**config.mk**
```make
export PLATFORM = sky130hd
export DESIGN_NAME = uart_tx
export DESIGN_NICKNAME = d
export VERILOG_FILES = /design/src/rtl/uart_tx.sv
export SDC_FILE = /design/constraint.sdc
export NUM_CORES = 1
export LEC_CHECK = 0
export CORE_MARGIN = 10
export CORE_UTILIZATION = 58
export DETAILED_ROUTE_END_ITERATION = 10
export PLACE_DENSITY = 0.81
export SKIP_LAST_GASP = 1
export SLEW_MARGIN = 20
export SYNTH_ARGS = -nofsm -noshare
export SYNTH_HDL_FRONTEND = slang
export SYNTH_SLANG_ARGS = --single-unit
```
**constraint.sdc**
```tcl
create_clock -name CLK -period 4.1 [get_ports CLK]
set_clock_uncertainty 0.1 [all_clocks]
set_input_delay 0.82 -clock CLK [delete_from_list [all_inputs] [get_ports CLK]]
set_output_delay 0.82 -clock CLK [all_outputs]
set_load 0.03 [all_outputs]
```
**src/rtl/uart_tx.sv**
```systemverilog
// 8N1 UART transmitter: accepts one byte on a valid/ready handshake and shifts it
// out LSB first, with each bit held for CLKS_PER_BIT clock cycles.
module uart_tx #(
  parameter int unsigned CLKS_PER_BIT = 104
) (
  input  logic       CLK,
  input  logic       RESET,
  input  logic [7:0] tx_data,
  input  logic       tx_valid,
  output logic       tx_ready,
  output logic       TXD
);

  localparam int unsigned CNT_W = $clog2(CLKS_PER_BIT);
  localparam logic [CNT_W-1:0] CNT_LAST = CNT_W'(CLKS_PER_BIT - 1);

  typedef enum logic [1:0] {
    IDLE,
    START,
    DATA,
    STOP
  } state_e;

  state_e           state_q, state_d;
  logic [CNT_W-1:0] cnt_q, cnt_d;
  logic [2:0]       idx_q, idx_d;
  logic [7:0]       shift_q, shift_d;
  logic             txd_q, txd_d;
  logic             ready_q, ready_d;
  logic             bit_done;

  assign bit_done = (cnt_q == CNT_LAST);
  assign tx_ready = ready_q;
  assign TXD      = txd_q;

  // NOTE: every *_d gets a default before the case, so no path leaves a signal
  // unassigned and no latch can be inferred.
  always_comb begin
    state_d = state_q;
    cnt_d   = cnt_q;
    idx_d   = idx_q;
    shift_d = shift_q;
    txd_d   = txd_q;
    ready_d = ready_q;

    unique case (state_q)
      IDLE: begin
        txd_d   = 1'b1;
        ready_d = 1'b1;
        cnt_d   = '0;
        idx_d   = '0;
        if (tx_valid && ready_q) begin
          shift_d = tx_data;
          state_d = START;
          txd_d   = 1'b0;
          ready_d = 1'b0;
        end
      end
      START: begin
        if (bit_done) begin
          cnt_d   = '0;
          state_d = DATA;
          txd_d   = shift_q[0];
        end else begin
          cnt_d = cnt_q + 1'b1;
        end
      end
      DATA: begin
        if (bit_done) begin
          cnt_d = '0;
          if (idx_q == 3'd7) begin
            state_d = STOP;
            txd_d   = 1'b1;
          end else begin
            // The next bit to send is bit 1 of the current shift value.
            idx_d   = idx_q + 3'd1;
            shift_d = {1'b0, shift_q[7:1]};
            txd_d   = shift_q[1];
          end
        end else begin
          cnt_d = cnt_q + 1'b1;
        end
      end
      STOP: begin
        if (bit_done) begin
          cnt_d   = '0;
          state_d = IDLE;
          ready_d = 1'b1;
          txd_d   = 1'b1;
        end else begin
          cnt_d = cnt_q + 1'b1;
        end
      end
      default: begin
        state_d = IDLE;
        txd_d   = 1'b1;
        ready_d = 1'b1;
      end
    endcase
  end

  // NOTE: state is updated with non-blocking assignments so all registers see
  // the pre-edge values of each other, independent of statement order.
  always_ff @(posedge CLK) begin
    if (RESET) begin
      state_q <= IDLE;
      cnt_q   <= '0;
      idx_q   <= '0;
      shift_q <= '0;
      txd_q   <= 1'b1;
      ready_q <= 1'b1;
    end else begin
      state_q <= state_d;
      cnt_q   <= cnt_d;
      idx_q   <= idx_d;
      shift_q <= shift_d;
      txd_q   <= txd_d;
      ready_q <= ready_d;
    end
  end

endmodule
```
* After elaboration in Yosys (flattened, before gate mapping) *
Index checks and enable logic that the tools add are counted.

operators by class
  $add $sub $neg = 2
  eq/ne operators = 11
  multiplexer cells = 22
  reduce and logical (&&, ||, !) cells = 10

operator list
  kind                   number
  $mux W8                3
  $pmux W8 S2            1
  $pmux W7 S2            1
  $ne A2 B2 Y1 const B   6
  $mux W2                5
  $pmux W2 S4            1
  $add A7 B1 Y7 const B  1
  $eq A7 B7 Y1 const B   1
  $mux W7                1
  $mux W3                2
  $pmux W3 S2            1
  $reduce_and A3 Y1      2
  $mux W1                5
  $reduce_and A5 Y1      1
  $eq A2 B2 Y1 const B   2
  $pmux W1 S4            1
  $reduce_and A4 Y1      1
  $reduce_bool A2 Y1     2
  $add A3 B1 Y3 const B  1
  $eq A3 B3 Y1 const B   1
  $reduce_or A3 Y1       1
  $eq A2 B1 Y1 const B   1
  $logic_not A2 Y1       1
  $pmux W1 S2            1
  other kinds (2)        2

storage, ports and cells
  bits in registers = 22
  input port bits = 11
  output and inout bits = 2
  word-level logic and storage cells = 51

* Longest topological paths before layout *
  word-level depth = 4
  mapped depth = 8
  depth with buffers taken out = 6

* Worst setup path after synthesis *
No wires, ideal clock.

  path kind = register to register
  from = register idx_q[0]
  to = register idx_q[0]
  setup time = 0.063 ns
  arrival time = 1.572 ns
  required time = 3.937 ns
  slack = 2.365 ns
  stages on the path, launching flop included = 8
  buffers on the path = 1
  clock period less this slack = 1.735 ns
  cell sequence = dfxtp_1 > ha_1 > ha_1 > nand4b_1 > or2_1 > buf_6 > mux2_2 > nor2_2

on the way
  word-level cells in the longest chain between the ends = 4
  elaborated cells between the ends (all ways) = 7
  classes of those cells = add/sub: 1; eq/ne: 2; mux: 3; reduce/logical: 1

ends and longest elaborated chain
  what                    line  RTL
  start, declared         26    logic [2:0] idx_q, idx_d;
  start signal, assigned  115   idx_q <= idx_d;
  $add A3 B1 Y3           76    idx_d = idx_q + 3'd1;
  $mux W3                 71    if (idx_q == 3'd7) begin
  $mux W3                 69    if (bit_done) begin
  $pmux W3 S2             46    unique case (state_q)

Parallel ways exist; a longest one is shown, timed or not. The select of a mux whose other input is x is not followed.
A chain may end at the register's enable or synchronous reset.

* Worst setup path in the final report *
  from = register ready_q (netlist: tx_ready)
  to = output tx_ready

RTL lines
  what                    line  RTL
  start, declared         29    logic ready_q, ready_d;
  start signal, assigned  118   ready_q <= ready_d;
  end, declared           10    output logic tx_ready,

No word-level cell between the ends.

==> metrics.md <==
| Metric | Value |
|---|---|
| Outcome | `finished clean` |
| Total iterations of the first detailed-routing run | `4` |
| Worst path bufs/invs | `1` |
| Antenna-violating nets left | `0` |
| Total power | `about 840 uW` |
| Setup repair after global routing missed its margin | `false` |
| Final slew viol count | `0` |
| Nets | `about 150` |
| Area grow syn2layout | `13.7%` |
| Post-synthesis sequential element count | `22` |
| Hold slack final | `364 ps` |
| Wire length per cell | `between 10 and 15 um` |
| Primary FF master, synth | `sky130_fd_sc_hd__dfxtp_1` |
| Maximum level of the CTS H-tree | `1` |
| Initial antenna violation count | `0` |
| Detail Placement HPWL | `around 1700 um` |
| Number of sinks on the clock net | `22` |
| Fill cell instance count of the final layout | `approximately 170` |
| Clk_lat worst skew | `320 ps` |
| DIE WIDTH | `approximately 65 um` |
| Net count after synthesis | `roughly 140` |
| Number of warnings printed during yosys synthesis | `0` |
| Biggest area consumer among synthesized cells | `sky130_fd_sc_hd__dfxtp_1` |
| Sum of routed wire length over all layers | `between 2000 and 2500 um` |
| Leakage dissipation | `0.490 nW` |
| Endpoints failing setup | `0` |
| Arrival @ worst endpoint | `around 1400 ps` |
| Die ar. | `approximately 4200 um^2` |
| Number of DRC markers after the initial detailed-route iteration | `15` |
| Worst slew margin relative to its limit | `a little over half` |
| Max cap viols | `0` |
| Async SR Flop Fraction | `0%` |
| Per-cell via count in the routed design | `about 6` |
| Share of layout cells above drive strength 1 | `around 9%` |
| Power per cell area | `approximately 620 nW/um^2` |
| Post-CTS Setup Repair Bufs | `0` |
| Leading post-synthesis cells by cell area | `sky130_fd_sc_hd__dfxtp_1, sky130_fd_sc_hd__mux2i_1, sky130_fd_sc_hd__ha_1` |
| Crit-path slowest cell | `sky130_fd_sc_hd__clkdlybuf4s50_1` |
| Transition at the pin with the smallest max-transition slack | `approximately 700 ps` |
| Post-synth top cells | `sky130_fd_sc_hd__dfxtp_1, sky130_fd_sc_hd__a21oi_1, sky130_fd_sc_hd__mux2i_1` |
| Maximum VDD drop | `~0.00043 V` |
| Post-synth EDFFs | `0` |
| Worst hold start | `cnt_q[0]` |
| Worst setup startpoint | `tx_ready` |
| N_diodes | `0` |
| Placed Instances | `156` |
| Final TNS setup | `0 ps` |
| CTS root buf | `sky130_fd_sc_hd__clkbuf_4` |
| Post-CTS Resized | `0` |
| Number of remaining DRC errors | `0` |
| Post-synthesis instance area | `roughly 1200 um^2` |
| Most frequently used cell type in the post-synthesis netlist | `sky130_fd_sc_hd__dfxtp_1` |
| Pin count of the biggest net entering global routing | `19` |
| DIE HEIGHT | `around 65 um` |
| Sequential share of the synthesized area | `between 30% and 40%` |
| Fin. Hold Viols | `0` |
| CORE AREA | `about 1900 um^2` |
| Total overflow reported by the global router | `0` |
| Highest cell delay on the worst timing path | `around 690 ps` |
| Placement row count | `16` |
| Period Utilization, post-route | `a little under three fifths` |
| Setup crit end kind | `output port` |
| Number of buffers added by the clock tree synthesis step | `3` |
| Highest fanout seen on the critical path | `4` |
| Number of buffers inserted for hold repair after clock tree synthesis | `0` |
| Post-route non-filler standard cell count | `160` |
| Starting density of the core | `between 60% and 70%` |
| Number of distinct library cell variants in the gate-level netlist after synthesis | `36` |
| Post-layout minimum cycle time | `around 2300 ps` |
| Series of cell instances along the critical path | `clkdlybuf4s50_1` |
| Port-buffer cells | `12` |
| Cells after Synth | `roughly 120` |
| Kind of start point of the critical path | `flop` |
| Startpoint of the worst register-to-register path | `state_q[0]` |
| First-pass GRT wire length | `between 4000 and 5000 um` |
| Io pins | `13` |
| Type of the most critical hold path | `flop to flop` |
| Clock tree buffer depth | `2` |
| Clk pin slew, worst setup/hold paths | `roughly 120 ps` |
| Overall via count from detail_route | `approximately 950` |
| Max Clk Rate | `about 430 MHz` |
| Critical path class | `flop to output port` |
| Area share of the leading cell type in the synthesized netlist | `a little under two fifths` |
| Vias in the first global route | `a little over 900` |
| Final RePlAce weighted congestion | `slightly above 0.8` |
| Category of cells accounting for the largest share of critical-path delay | `buffers and inverters` |
| Mean post-synth cell area | `~9.5 um^2` |
| Total GRT Usage | `12.2%` |
| Data required time at the worst endpoint | `3180 ps` |
| TritonCTS clock tree | `built` |
## worst register-to-register path, cell delays in order (launching register included)
cell and delay (ps):
sky130_fd_sc_hd__dfxtp_1 360, sky130_fd_sc_hd__inv_1 80, sky130_fd_sc_hd__ha_1 550, sky130_fd_sc_hd__nand4b_1 280, sky130_fd_sc_hd__o21ai_4 410, sky130_fd_sc_hd__a21oi_1 130, sky130_fd_sc_hd__a311oi_1 270
## per-stage QoR
stage,instance area [um^2],setup WS [ps],utilization [%]
after floorplan,1180,2370,-
after global placement,1290,1820,66.3
after detailed placement,1290,1790,66.3
after CTS,1340,1760,69.0
after global routing,1340,1590,69.0
final,1340,1780,69.0
## kinds of logic (layout without fill, tap and decap cells)
logic type	Yosys count	after routing	share of synthesized area, %
compound gates	34	34	20.0
xor+xnor	4	4	2.97
mux	10	10	8.60
fa+ha+maj	7	7	7.43
flops	22	22	37.4
simple gates	37	37	18.9
buf+inv	10	19	4.78
## state kept, by name (all words and copies together) (netlist names)
register / cells
shift_q: 8
idx_q: 3
TXD: 1
tx_ready: 1
state_q: 2
cnt_q: 7
## power by group
| part | leakage, nW | total (mW) | internal (mW) | switching (mW) |
|---|---|---|---|---|
| clock network | 0.0279 | 0.169 | 0.0989 | 0.0696 |
| registers | 0.180 | 0.310 | 0.273 | 0.0365 |
| logic | 0.282 | 0.359 | 0.147 | 0.212 |
| total | 0.490 | 0.837 | 0.519 | 0.318 |
## final timing paths
| check | slack [ps] | to | cells past startpoint |
|---|---|---|---|
| hold / removal | 360 | cnt_q[0] | 1 |
| setup reg to reg | 1830 | shift_q[4] | 6 |
| setup / recovery | 1780 | tx_ready | 1 |
| hold reg to reg | 360 | cnt_q[0] | 1 |
## metal layers
| layer | vias to the layer above | part of all wire, % | wire [um] | global-route usage, % |
|---|---|---|---|---|
| met4 | 0 | 3.3 | 78 | 9.63 |
| met2 | 19 | 50 | 1180 | 19.5 |
| met5 | - | 0 | 0 | 0 |
| met3 | 7 | 3.0 | 70 | 2.92 |
| li1 | 468 | - | - | - |
| met1 | 452 | 44 | 1030 | 13.6 |
## cell type report
cell class	count	area, um^2	share of cell area [%]
flip-flops and latches	22	440	32.9
clock buffers	3	22.5	1.68
repair buffers	12	120	8.96
clock inverters	1	30.0	2.24
inverters	3	11.3	0.840
multi-input cells	92	682	50.9
well taps	27	33.8	2.52
## cells in the final DEF (no fill, tap or decap), types with 3 or more instances in the layout
cell type | Yosys | final
sky130_fd_sc_hd__dfxtp_1 | 22 | 22
sky130_fd_sc_hd__a21oi_1 | 13 | 13
sky130_fd_sc_hd__clkdlybuf4s50_1 | 0 | 12
sky130_fd_sc_hd__mux2i_1 | 9 | 9
sky130_fd_sc_hd__a311oi_1 | 8 | 8
sky130_fd_sc_hd__nor2_1 | 7 | 7
sky130_fd_sc_hd__ha_1 | 7 | 7
sky130_fd_sc_hd__o21ai_0 | 5 | 5
sky130_fd_sc_hd__nand2_1 | 4 | 4
sky130_fd_sc_hd__nand3_1 | 4 | 4
sky130_fd_sc_hd__inv_1 | 3 | 3
sky130_fd_sc_hd__nor3b_1 | 3 | 3
sky130_fd_sc_hd__and3_1 | 3 | 3
sky130_fd_sc_hd__nor3_1 | 3 | 3
sky130_fd_sc_hd__and2_1 | 3 | 3
sky130_fd_sc_hd__xnor2_1 | 3 | 3
sky130_fd_sc_hd__clkbuf_4 | 0 | 3
Note: power is estimated with default switching activity, not from simulation.
